`src/rtl/gray_codec_pkg.sv`:
```
// gray_codec_pkg: shared mode encodings and counter width for the Gray/binary codec pipe
package gray_codec_pkg;
    localparam logic MODE_G2B = 1'b0;
    localparam logic MODE_B2G = 1'b1;
    localparam int CNT_W = 16;
endpackage

```
`src/rtl/gray_codec_stage.sv`:
```
// gray_codec_stage: one pipeline stage converting its chunk of every lane and forwarding running parity
module gray_codec_stage
    import gray_codec_pkg::*;
#(
    parameter int WIDTH  = 8,
    parameter int LANES  = 4,
    parameter int STAGES = 2,
    parameter int IDX    = 0
) (
    input  logic                   clk,
    input  logic                   rst_n,
    input  logic                   ready,
    input  logic                   prev_valid,
    input  logic                   prev_mode,
    input  logic [LANES*WIDTH-1:0] prev_word,
    input  logic [LANES*WIDTH-1:0] prev_part,
    input  logic [LANES-1:0]       prev_par,
    output logic                   valid,
    output logic                   mode,
    output logic [LANES*WIDTH-1:0] word,
    output logic [LANES*WIDTH-1:0] part,
    output logic [LANES-1:0]       par
);
    localparam int C  = WIDTH / STAGES;
    localparam int LO = WIDTH - (IDX + 1) * C;
    localparam int HI = LO + C - 1;

    logic                   valid_q, valid_d, mode_q, mode_d, load;
    logic [LANES*WIDTH-1:0] word_q, word_d, part_q, part_d, part_c;
    logic [LANES-1:0]       par_q, par_d, par_c;
    logic [WIDTH-1:0]       wl, bg;
    logic                   p;

    assign load = prev_valid && ready;

    // convert this stage's chunk of each lane; Gray->binary continues the parity from the stages above
    always_comb begin
        part_c = prev_part;
        par_c = prev_par;
        wl = '0;
        bg = '0;
        p = 1'b0;
        for (int k = 0; k < LANES; k++) begin
            wl = prev_word[k*WIDTH +: WIDTH];
            bg = wl ^ (wl >> 1);
            p = prev_par[k];
            for (int i = HI; i >= LO; i--) begin
                p = p ^ wl[i];
                part_c[k*WIDTH+i] = (prev_mode == MODE_G2B) ? p : bg[i];
            end
            par_c[k] = p;
        end
    end

    // load when upstream offers and we can take it; drop valid once handed off with nothing new
    always_comb begin
        valid_d = ready ? prev_valid : valid_q;
        mode_d = load ? prev_mode : mode_q;
        word_d = load ? prev_word : word_q;
        part_d = load ? part_c : part_q;
        par_d = load ? par_c : par_q;
    end

    // stage register with synchronous active-low clear
    always_ff @(posedge clk) begin
        if (!rst_n) begin
            valid_q <= 1'b0;
            mode_q <= 1'b0;
            word_q <= '0;
            part_q <= '0;
            par_q <= '0;
        end else begin
            valid_q <= valid_d;
            mode_q <= mode_d;
            word_q <= word_d;
            part_q <= part_d;
            par_q <= par_d;
        end
    end

    assign valid = valid_q;
    assign mode = mode_q;
    assign word = word_q;
    assign part = part_q;
    assign par = par_q;
endmodule

```
`src/rtl/gray_codec_pipe.sv`:
```
// gray_codec_pipe: pipelined multi-lane Gray/binary converter with valid/ready flow control
module gray_codec_pipe
    import gray_codec_pkg::*;
#(
    parameter int WIDTH  = 8,
    parameter int LANES  = 4,
    parameter int STAGES = 2
) (
    input  logic                   clk,
    input  logic                   rst_n,
    input  logic                   in_valid,
    output logic                   in_ready,
    input  logic                   in_mode,
    input  logic [LANES*WIDTH-1:0] in_data,
    output logic                   out_valid,
    input  logic                   out_ready,
    output logic                   out_mode,
    output logic [LANES*WIDTH-1:0] out_data,
    output logic [CNT_W-1:0]       xfer_cnt
);
    if (STAGES < 1 || WIDTH % STAGES != 0) begin : g_bad_cfg
        $fatal(1, "gray_codec_pipe: WIDTH must be a multiple of STAGES and STAGES >= 1");
    end

    logic [STAGES:0]                  v, m;
    logic [STAGES:0][LANES*WIDTH-1:0] w, pt;
    logic [STAGES:0][LANES-1:0]       pr;
    logic [STAGES:1]                  rdy;
    logic                             r;
    logic [CNT_W-1:0]                 cnt_q, cnt_d;
    logic                             unused_tail;

    assign v[0] = in_valid;
    assign m[0] = in_mode;
    assign w[0] = in_data;
    assign pt[0] = '0;
    assign pr[0] = '0;

    // ready ripples back from the output: a stage can take a word if empty or its successor can
    always_comb begin
        rdy = '0;
        r = out_ready;
        for (int s = STAGES; s >= 1; s--) begin
            r = !v[s] || r;
            rdy[s] = r;
        end
    end

    for (genvar s = 0; s < STAGES; s++) begin : g_stage
        gray_codec_stage #(
            .WIDTH (WIDTH),
            .LANES (LANES),
            .STAGES(STAGES),
            .IDX   (s)
        ) u_stage (
            .clk       (clk),
            .rst_n     (rst_n),
            .ready     (rdy[s+1]),
            .prev_valid(v[s]),
            .prev_mode (m[s]),
            .prev_word (w[s]),
            .prev_part (pt[s]),
            .prev_par  (pr[s]),
            .valid     (v[s+1]),
            .mode      (m[s+1]),
            .word      (w[s+1]),
            .part      (pt[s+1]),
            .par       (pr[s+1])
        );
    end

    assign in_ready = rdy[1];
    assign out_valid = v[STAGES];
    assign out_mode = m[STAGES];
    assign out_data = pt[STAGES];
    assign unused_tail = ^{w[STAGES], pr[STAGES]};

    // count completed output handshakes, wrapping naturally
    always_comb begin
        cnt_d = cnt_q + CNT_W'(out_valid && out_ready);
    end

    // transfer counter register
    always_ff @(posedge clk) begin
        if (!rst_n) begin
            cnt_q <= '0;
        end else begin
            cnt_q <= cnt_d;
        end
    end

    assign xfer_cnt = cnt_q;
endmodule

```
`config.mk`:
```
export PLATFORM = sky130hd
export DESIGN_NAME = gray_codec_pipe
export DESIGN_NICKNAME = d
export VERILOG_FILES = /design/src/rtl/gray_codec_pkg.sv /design/src/rtl/gray_codec_stage.sv /design/src/rtl/gray_codec_pipe.sv
export SDC_FILE = /design/constraint.sdc
export NUM_CORES = 1
export LEC_CHECK = 0
export ABC_AREA = 0
export ABC_CLOCK_PERIOD_IN_PS = 2210
export CAP_MARGIN = 25
export CORE_MARGIN = 5
export CORE_UTILIZATION = 55
export DETAILED_ROUTE_END_ITERATION = 7
export DONT_BUFFER_PORTS = 1
export PLACE_DENSITY = 0.7
export SETUP_SLACK_MARGIN = 0.3
export SLEW_MARGIN = 20
export SYNTH_ARGS = -nofsm -noshare
export SYNTH_HDL_FRONTEND = slang
export SYNTH_SLANG_ARGS = --single-unit
```
`constraint.sdc`:
```
create_clock -name clk -period 2.21 [get_ports clk]
set_input_delay 0.221 -clock clk [delete_from_list [all_inputs] [get_ports clk]]
set_output_delay 0.221 -clock clk [all_outputs]
set_load 0.05 [all_outputs]
```
## Word level (Yosys, flattened, before mapping)

Index checks and enable logic that the tools add are counted.
Widths: inputs -> output; s select.

| storage, ports and cells | value |
|---|---|
| latch bits | 0 |
| bits in registers | 101 |
| memories | 0 |
| ROM bits | 0 |
| logic and storage cells | 85 |
| bits in writable memories | 0 |
| output and inout bits | 51 |

| cells by class | value |
|---|---|
| shift operators | 0 |
| $lt $le $gt $ge | 0 |
| $add $sub $neg | 1 |
| divide/modulo/power cells | 0 |
| equal/unequal tests | 0 |
| bitwise gates (word level) | 36 |
| reduce and logical (&&, ||, !) cells | 7 |
| muxes and demuxes | 32 |
| multiply operators | 0 |

Operators by type and width:

| cell | count |
|---|---|
| $mux 1 | 32 |
| $xor 8x7->8 | 4 |
| $xor 1x1->1 | 28 |
| $add 16x1->16 | 1 |
| $xor 4x4->4 | 4 |
| $logic_and 1x1->1 | 3 |
| $logic_not 1->1 | 2 |
| $logic_or 1x1->1 | 2 |

## Logic depth before layout (Yosys ltp)

Gate-level depths: netlist of run 1.

| logic depth | value |
|---|---|
| word-level depth | 5 |
| mapped depth | 7 |
| depth with buffers taken out | 7 |

## Hierarchy

From an unflattened synthesis of run 1, not the netlist that was laid out.

| second synthesis, totals | value |
|---|---|
| cell total of the unflattened synthesis | 827 |
| area, all modules | 6964.2 sq um |

Modules (own cells, without submodules):

| module | area an instance (sq um) | seq. area each (sq um) | cells an instance | times used |
|---|---|---|---|---|
| gray_codec_stage (g_stage[1].u_stage) | 3278.1 | 1401.3 | 394 | 1 |
| gray_codec_stage (g_stage[0].u_stage) | 2885.3 | 1401.3 | 343 | 1 |
| gray_codec_pipe | 800.8 | 320.3 | 90 | 1 |

## Least setup slack after synthesis of run 1

No wires, ideal clock.

| timing | value |
|---|---|
| kind | flip-flop to flip-flop |
| start | reg g_stage[1].u_stage.valid_q |
| end | reg cnt_q[12], in the netlist xfer_cnt[12] |
| arrival time | 1974 ps |
| buffers on the path | 0 |
| cell stages (with the launch flop) | 8 |
| period minus slack after synthesis | 2089 ps |
| setup slack | 121 ps |
| path through | dfxtp_1 > and2_1 > ha_1 > ha_1 > and4_1 > nand4_1 > xnor2_1 > and2_1 |

| between the ends | value |
|---|---|
| longest elaborated chain between the ends | 2 |

Ends and longest elaborated chain:

| what | RTL line | source |
|---|---|---|
| start, declared | gray_codec_stage.sv:28 | `logic valid_q, valid_d, mode_q, mode_d, load;` |
| start signal, assigned | gray_codec_stage.sv:73 | `valid_q <= valid_d;` |
| $logic_and 1x1->1 | gray_codec_pipe.sv:80 | `cnt_d = cnt_q + CNT_W'(out_valid && out_ready);` |
| $add 16x1->16 | gray_codec_pipe.sv:80 |  |
| end signal, assigned | gray_codec_pipe.sv:88 | `cnt_q <= cnt_d;` |
| end, declared | gray_codec_pipe.sv:30 | `logic [CNT_W-1:0] cnt_q, cnt_d;` |

No other way between the ends.
A chain may end at the register's enable or synchronous reset.

## Worst setup path after layout of run 1

Ends and elaborated chain as after synthesis.

==> results.ini, run 1 <==
[outcome]
status = complete, no violations

[hold_path]
hold_end = g_stage[0].u_stage.word[1]
min_path_cells = 2
worst_hold_path_type = in2reg
min_from = in_data[1]

[sta]
max_freq_mhz = 569
fin_skew_ps = 12.0
setup_viol_count_final = 0
worst_slack_ps = 451
min_period_ps = 1760
fin_crit_sh_pct = 79.6
rsz0062_at_grt = no
slew_violations = 0
max_slew_margin_pct = 57.0
worst_hold_slack_ps = 12.0
timing.final.hold_violations = 0
tightest_slew_ps = 645
setup_tns_ps = 0

[clock_tree]
h-tree-depth = 3
post_cts_buffers = 0
cts_buffers = 9
clkTransAtPathRegs_ps = 90
clk_path_buf_depth = 2
clock-sinks = 92
clockRootBuffer = clkbuf_8
clkLatencyLatePin_ps = 360
cts_tree = done

[layout]
n_fill_cell = 680
diodes = 0
area_growth_syn_to_layout_pct = 13.4
layout.nets = 555
drive_above_1_share_pct = 8.46
multi_input_area_mm2 = 0.00226
seq_area_mm2 = 0.00184
final_cells = 622
stdcell_area_mm2 = 0.00484
postLayoutCoreUtil_pct = 63.3

[power_and_ir_drop]
leakagePower_nw = 1.90
ir_drop_mv = 0.404
p_total_mw = 3.47
power_density_mw_per_mm2 = 718

[critical_path]
critPathKind = reg2reg
critical-path-max-stage-delay_ps = 370
cpMaxStageDelayCell = dfxtp_2
path_cells = and2_1 -> ha_1 -> ha_1 -> and4_1 -> nand4_1 -> xnor2_1 -> and2_1
cp.depth = 7
arrival_ps = 2000
end_kind = flip-flop
cp_max_fo = 5
r2r_slack_ps = 450
worst_r2r_path_depth = 7
reg2reg_from = g_stage[1].u_stage.valid
r2r-end = xfer_cnt[12]
worst_ep_required_time_ps = 2460
cp-start-kind = flip-flop
crit_buf_inv = 0
cp_top_family = simple AND/OR/NAND/NOR gates

[floorplan]
dieArea_mm2 = 0.00962
start_util_pct = 55.8
die_h_um = 98.1
placementRows = 32
fp.dieW_um = 98.1
core_mm2 = 0.00765
ioPinCount = 88

[placement]
pre_cts_slack_ps = 454
dp_hpwl_um = 6020
gp_congestion = 0.811
io_buffers = 0
place_inst = 581
placed_cell_area_mm2 = 0.00440

[synthesis]
netlist_instances = 488
yosysSeqAreaShare_pct = 43.2
netlist_top_cells_count = nand2_1, dfxtp_1, a21boi_0
yosysTopAreaCell = dfxtp_1
yosys-top-cells-area = dfxtp_1, nand2_1, xnor2_1
synth_top_area_share_pct = 43.2
ys_ff_latch = 92
synth-async-reset-ratio_pct = 0
yosysUniqueCellTypes = 33
yosysMostFrequentCell = nand2_1
synth_ff_type = dfxtp_1
syn-num-nets = 528
netlist_area_mm2 = 0.00427
yosysWarnings = 0
synth-edff-count = 0
avgSynthCellArea_um2 = 8.74

[routing]
vias = 3241
post_drt_wl_per_cell_um = 15.2
antenna_left = 0
drc = 0
first_iter_violations = 80
viasPerCell = 5.21
drt_pre_antenna_iters = 4
wirelength_um = 9430

[grt]
grt_max_degree = 72
grt_use_total_pct = 19.7
grt-ovfl-total = 0
grt_first_pass_wirelength_um = 15500
antenna_found_initial = 0
grt_pass1_vias = 3147

[run]
maxCapViolCount = 0

layer usage:
metal	vias up	track usage, %	part of all wire, %
met4	0	7.88	1.1
met1	1506	25.4	46
met5	-	0	0
met2	71	30.8	47
met3	8	5.86	6.0
li1	1656	-	-
worst reg2reg max path, delay by kind of cell, from the launching register on:
| kind | cells | cell delay, ps |
|---|---|---|
| and+or+nand+nor | 4 | 730 |
| DFF | 1 | 370 |
| xor gates and xnor gates | 1 | 150 |
| adders and majority gates | 2 | 410 |
registers in the layout, summed over array words and instances (netlist names):
signal	cells
g_stage.u_stage.par	4
g_stage.u_stage.word	23
g_stage.u_stage.valid	2
g_stage.u_stage.part	45
g_stage.u_stage.mode	2
xfer_cnt	16
timing repair:
item / 4_1_cts / 5_1_grt
hold endpoints to repair: 51 / 4
resized for setup: 0 / 0
hold buffers: 22 / 3
power breakdown:
part / total (mW) / leakage, nW / internal [mW] / switching [mW]
sequential: 1.92 / 0.752 / 1.74 / 0.174
combinational: 0.430 / 1.05 / 0.224 / 0.207
clock: 1.12 / 0.0962 / 0.524 / 0.601
total: 3.47 / 1.90 / 2.49 / 0.982
cell families (layout without fill, tap and decap cells):
family	count (synthesis)	in the layout	synth area share, %
AO/OA/AOI/OAI	78	78	14.0
XOR/XNOR	62	62	12.7
multiplexers	11	11	2.58
buffers and inverters	33	65	3.93
adder cells (fa/ha/maj)	3	3	0.880
flip-flops	92	92	43.2
AND/OR/NAND/NOR	209	209	22.7
worst max path at each step:
stage          slack, ps                      from      endpoint
3_5_place_dp         450  g_stage[1].u_stage.valid  xfer_cnt[12]
3_3_place_gp         550  g_stage[1].u_stage.valid  xfer_cnt[12]
2_1_floorplan        310               xfer_cnt[0]  xfer_cnt[12]
5_1_grt              310  g_stage[1].u_stage.valid  xfer_cnt[12]
6_report             450  g_stage[1].u_stage.valid  xfer_cnt[12]
4_1_cts              430  g_stage[1].u_stage.valid  xfer_cnt[12]
cell usage in the layout (no fill, tap or decap), drive strengths merged:
cell           n
a21boi        57
a31o           4
and2          16
and3           6
and4           2
buf           23
bufinv         1
clkbuf        10
clkinv         4
clkinvlp       1
dfxtp         92
dlygate4sd3   24
ha             3
inv            2
mux2i         11
nand2        126
nand2b         4
nand3         20
nand3b         1
nand4          3
nand4b         4
nor2          14
nor2b          9
nor3           1
nor4           2
o211a          8
o211ai         4
o21ai          5
or3            1
xnor2         54
xor2           8
cell type report:
type | instances | share of cell area, %
clock buffer | 10 | 2.64
timing repair buffer | 47 | 8.48
tap | 102 | 2.64
clock inverter | 6 | 1.35
inverter | 2 | 0.155
multi-input combinational | 363 | 46.6
sequential | 92 | 38.1
No activity file was read; power rests on OpenSTA's default activity.
==> run 2: changes to the inputs <==
Settings changed: ABC_CLOCK_PERIOD_IN_PS 2210 to 1400, PLACE_DENSITY 0.7 to 0.73.
Clock period 2.21 ns to 1.4 ns, I/O delays scaled along.
==> results.ini, run 2 (synthesis results as in run 1) <==
[outcome]
status = complete, but fails checks
violations = hold timing, setup timing

[sta]
setup_viol_count_final = 68  ; +68
rsz0062_at_grt = yes
tightest_slew_ps = 521  ; -124 ps
timing.final.hold_violations = 58  ; +58
max_slew_margin_pct = 65.0  ; +8.1 points
max_freq_mhz = 653  ; +15%
min_period_ps = 1530  ; -226 ps
fin_skew_ps = 11.6  ; -0.347 ps
slew_violations = 0  ; unchanged
worst_hold_slack_ps = -94.5  ; -107 ps
fin_crit_sh_pct = 109  ; +30 points
setup_tns_ps = -3740  ; -3740 ps
worst_slack_ps = -132  ; -584 ps

[grt]
antenna_found_initial = 0  ; unchanged
grt_first_pass_wirelength_um = 19500  ; +26%
grt-ovfl-total = 0  ; unchanged
grt_use_total_pct = 25.0  ; +5.3 points
grt_max_degree = 109  ; +51%
grt_pass1_vias = 3936  ; +25%

[clock_tree]
clkTransAtPathRegs_ps = 90  ; about the same
clock-sinks = 92  ; unchanged
clockRootBuffer = clkbuf_8
clk_path_buf_depth = 2  ; unchanged
cts_hold_buf = 26  ; +18%
h-tree-depth = 3  ; unchanged
clkLatencyLatePin_ps = 370  ; about the same
cts_tree = done
cts_buffers = 9  ; unchanged

[layout]
layout.nets = 633  ; +14%
diodes = 0  ; unchanged
mostFrequentLayoutCell = dfxtp_1
postLayoutCoreUtil_pct = 86.9  ; +24 points
area_growth_syn_to_layout_pct = 55.9
n_fill_cell = 348  ; -49%
final_cells = 700  ; +13%
drive_above_1_share_pct = 44.3  ; +36 points
layout_common_cells = dfxtp_1, nand2_1, xnor2_1
largest_reg_flops = 45  ; unchanged

[power_and_ir_drop]
p_total_mw = 6.38  ; +84%
ir_drop_mv = 0.804  ; +99%
power_density_mw_per_mm2 = 960  ; +34%
leakagePower_nw = 2.81  ; +48%

[routing]
drc = 0  ; unchanged
drt_pre_antenna_iters = 5  ; +1
antenna_left = 0  ; unchanged
first_iter_violations = 239  ; +200%
post_drt_wl_per_cell_um = 19.8  ; +31%
viasPerCell = 5.63  ; +8.1%
wirelength_um = 13900  ; +47%
vias = 3942  ; +22%

[floorplan]
dieArea_mm2 = 0.00962  ; unchanged
core_mm2 = 0.00765  ; unchanged
start_util_pct = 55.8  ; unchanged
fp.dieW_um = 98.1  ; unchanged
placementRows = 32  ; unchanged
die_h_um = 98.1  ; unchanged
ioPinCount = 88  ; unchanged

[critical_path]
critPathKind = reg2reg
cp-start-kind = flip-flop
cp_max_fo = 6  ; +1
worst_ep_required_time_ps = 1680  ; -780 ps
end_kind = flip-flop
arrival_ps = 1820  ; -180 ps

[run]
maxCapViolCount = 0  ; unchanged

[hold_path]
worst_hold_path_type = in2reg

[placement]
io_buffers = 0  ; unchanged
place_inst = 626  ; +7.7%
dp_hpwl_um = 6660  ; +11%
gp_congestion = 0.753  ; -7.2%

run 2: timing repair:
action / CTS / global route
buffers inserted: 14 / 3
endpoints found under the hold margin: 92 / 92
gates resized for setup: 93 / 134
gates cloned: 11 / 4
pin swaps: 32 / 50
setup endpoints to repair: 96 / 117
run 2: power breakdown:
group          internal [mW]  switching [mW]
logic                  0.712           0.749
clock network           1.05           0.987
registers               2.74           0.134
total                   4.51            1.87
run 2: critical path, cell delays in order (launching register included):
cell and delay, ps:
dfxtp_4 350, buf_4 130, buf_6 120, buf_6 110, nand2b_4 70, and2_4 230
nand2_1 220, o21ai_1 240
run 2: final timing paths:
check	slack [ps]	from	cells past startpoint	endpoint
setup / recovery	-130	g_stage[1].u_stage.valid	7	g_stage[1].u_stage.part[9]
hold / removal	-90	rst_n	1	xfer_cnt[12]
setup reg to reg	-130	g_stage[1].u_stage.valid	7	g_stage[1].u_stage.part[9]
hold reg to reg	460	g_stage[1].u_stage.part[18]	2	g_stage[1].u_stage.part[18]
run 2: per-stage QoR:
| step | setup WS [ps] | area (µm²) |
|---|---|---|
| 2_1_floorplan | -239 | 4410 |
| 3_3_place_gp | -75.8 | 4880 |
| 3_5_place_dp | -101 | 4880 |
| 4_1_cts | -76.4 | 6080 |
| 5_1_grt | -183 | 6650 |
| 6_report | -132 | 6650 |
run 2: area by class of cell:
| class | instances | area, µm² | share of cell area (%) |
|---|---|---|---|
| clock inverter | 6 | 85.1 | 1.28 |
| tap | 102 | 128 | 1.92 |
| multi-input combinational | 364 | 2900 | 43.6 |
| timing repair buffer | 124 | 1500 | 22.6 |
| inverter | 2 | 7.51 | 0.113 |
| sequential | 92 | 1890 | 28.4 |
| clock buffer | 10 | 138 | 2.07 |
run 2: metal layers:
metal,GRT usage [%],routed length (µm),vias to the layer above
met3,6.71,994,46
met1,27.8,4920,1894
li1,-,-,1827
met2,45.9,7520,175
met4,8.20,451,0
met5,0,0,-
==> run 3: changes to the inputs <==
Settings changed: CORE_MARGIN 5 to 2.
==> results.ini, run 3 (synthesis results as in run 1) <==
[outcome]
status = complete, but fails checks
violations = hold timing, setup timing

[sta]
fin_skew_ps = 19.7  ; +8.04 ps
slew_violations = 0  ; unchanged
min_period_ps = 1520  ; -8.18 ps
tightest_slew_ps = 435  ; -86.0 ps
fin_crit_sh_pct = 109  ; -0.58 points
setup_viol_count_final = 83  ; +22%
worst_hold_slack_ps = -104  ; -9.29 ps
max_freq_mhz = 656  ; +0.54%
worst_slack_ps = -124  ; +8.18 ps
max_slew_margin_pct = 70.8  ; +5.8 points
rsz0062_at_grt = yes
timing.final.hold_violations = 91  ; +57%

[routing]
viasPerCell = 5.48  ; -2.7%
antenna_left = 0  ; unchanged
first_iter_violations = 178  ; -26%
vias = 3819  ; -3.1%
drt_pre_antenna_iters = 4  ; -1
drc = 0  ; unchanged
wirelength_um = 12100  ; -13%
post_drt_wl_per_cell_um = 17.3  ; -13%

[critical_path]
end_kind = flip-flop
worst_r2r_path_depth = 8  ; +1
critical-path-max-stage-delay_ps = 360  ; about the same
arrival_ps = 1810  ; about the same
path_cells = buf_4 -> buf_6 -> nand3b_4 -> and2_4 -> buf_6 -> buf_16 -> nand2_2 -> a21boi_2
crit_path_frequent_cell = buf_6
worst_ep_required_time_ps = 1680  ; about the same
crit_start = g_stage[1].u_stage.valid
critPathKind = reg2reg
cp_max_fo = 7  ; +1
cpMaxStageDelayCell = dfxtp_4
cp-start-kind = flip-flop
r2r_slack_ps = -120  ; about the same
r2r-end = g_stage[0].u_stage.word[3]
reg2reg_from = g_stage[1].u_stage.valid

[clock_tree]
clkLatencyLatePin_ps = 370  ; about the same
clock-sinks = 92  ; unchanged
clk_path_buf_depth = 2  ; unchanged
clockRootBuffer = clkbuf_8
h-tree-depth = 3  ; unchanged
cts_hold_buf = 26  ; unchanged
clkTransAtPathRegs_ps = 110  ; +20 ps
cts_buffers = 9  ; unchanged
cts_tree = done

[grt]
grt_use_total_pct = 26.1  ; +1.1 points
antenna_found_initial = 0  ; unchanged
grt_pass1_vias = 3708  ; -5.8%
grt_first_pass_wirelength_um = 17700  ; -9.4%
grt_max_degree = 109  ; unchanged
grt-ovfl-total = 0  ; unchanged

[layout]
diodes = 0  ; unchanged
final_cells = 697  ; -0.43%
largest_reg_flops = 45  ; unchanged
layout.nets = 630  ; -0.47%
layout_common_cells = nand2_1, dfxtp_1, xnor2_1
drive_above_1_share_pct = 38.2  ; -6.2 points
area_growth_syn_to_layout_pct = 47.8
mostFrequentLayoutCell = nand2_1
stdcell_area_mm2 = 0.00630  ; -5.2%

[placement]
io_buffers = 0  ; unchanged
gp_congestion = 0.779  ; +3.4%
placed_cell_area_mm2 = 0.00487  ; -0.31%
place_inst = 624  ; -0.32%
pre_cts_slack_ps = -96.6  ; +4.72 ps
dp_hpwl_um = 5900  ; -11%

[power_and_ir_drop]
clkPwrFrac_pct = 30.3  ; -1.7 points
power.internal_mw = 4.22  ; -6.3%
swShare_pct = 29.8  ; +0.47 points
power_density_mw_per_mm2 = 955  ; -0.52%
p_switching_mw = 1.79  ; -4.2%
p_total_mw = 6.02  ; -5.7%
ir_drop_mv = 0.770  ; -4.2%
leakagePower_nw = 2.67  ; -5.1%
seqPwrFrac_pct = 47.5  ; +2.4 points
pwr-share-comb_pct = 22.2  ; -0.7 points

[run]
maxCapViolCount = 0  ; unchanged

[floorplan]
die_h_um = 92.1  ; -6.1%
dieArea_mm2 = 0.00848  ; -12%
start_util_pct = 56.1  ; +0.29 points
placementRows = 32  ; unchanged
ioPinCount = 88  ; unchanged
core_mm2 = 0.00761  ; -0.52%
fp.dieW_um = 92.1  ; -6.1%

[hold_path]
min_path_cells = 1  ; unchanged
min_from = rst_n
worst_hold_path_type = in2reg
hold_end = xfer_cnt[3]

## run 3: changes by cell type in the layout (fill, tap and decap cells not counted), sizes merged
cell    previous run  this run
clkbuf            12        10
and2              17        16
bufinv             2         1
clkinv             1         2
## run 3: worst max-delay path: cells and delay by family (launching register included)
| family | cells | cell delay, ps |
|---|---|---|
| AOI/OAI and AO/OA | 1 | 140 |
| DFF | 1 | 360 |
| and+or+nand+nor | 3 | 430 |
| buffers and inverters | 4 | 510 |
## run 3: layer usage
layer  track usage, %  part of all wire (%)  up-vias
li1                 -                     -     1820
met1             30.8                    40     1853
met2             47.6                    53      115
met3             4.52                   4.2       31
met4             8.83                   2.8        0
met5                0                     0        -
## run 3: area by class of cell
cell class	count	area (µm²)
inverters	2	7.51
well taps	102	128
fillers	392	1310
clock inverters	6	62.6
clock buffers	10	128
multi-input cells	363	2730
flip-flops and latches	92	1870
repair buffers	122	1370
## run 3: power groups by stage
stage          Clock [mW]  Sequential (mW)  Combinational [mW]
2_1_floorplan           0             3.06               0.600
3_3_place_gp            0             2.90               0.888
3_5_place_dp            0             2.90               0.905
4_1_cts              1.80             2.85                1.17
5_1_grt              1.94             2.87                1.41
6_report             1.82             2.86                1.34
## run 3: worst max path at each step
stage | cells past startpoint | end | slack (ps)
6_report | 8 | g_stage[0].u_stage.word[3] | -120
2_1_floorplan | 7 | xfer_cnt[12] | -240
3_3_place_gp | 7 | xfer_cnt[12] | -70
3_5_place_dp | 7 | xfer_cnt[12] | -100
5_1_grt | 8 | g_stage[1].u_stage.part[0] | -170
4_1_cts | 7 | xfer_cnt[12] | -80
## run 3: what timing repair did
item	in CTS	in global routing
pin swaps	22	32
buffers inserted	14	7
setup endpoints to repair	93	105
gates cloned	10	0
endpoints found under the hold margin	92	91
gates resized for setup	80	92
## run 3: stage by stage
step / util (%) / TNS, ps
3_3_place_gp: 64.0 / -128
4_1_cts: 77.7 / -2030
2_1_floorplan: - / -2150
6_report: 82.8 / -5480
5_1_grt: 82.8 / -8760
3_5_place_dp: 64.0 / -285
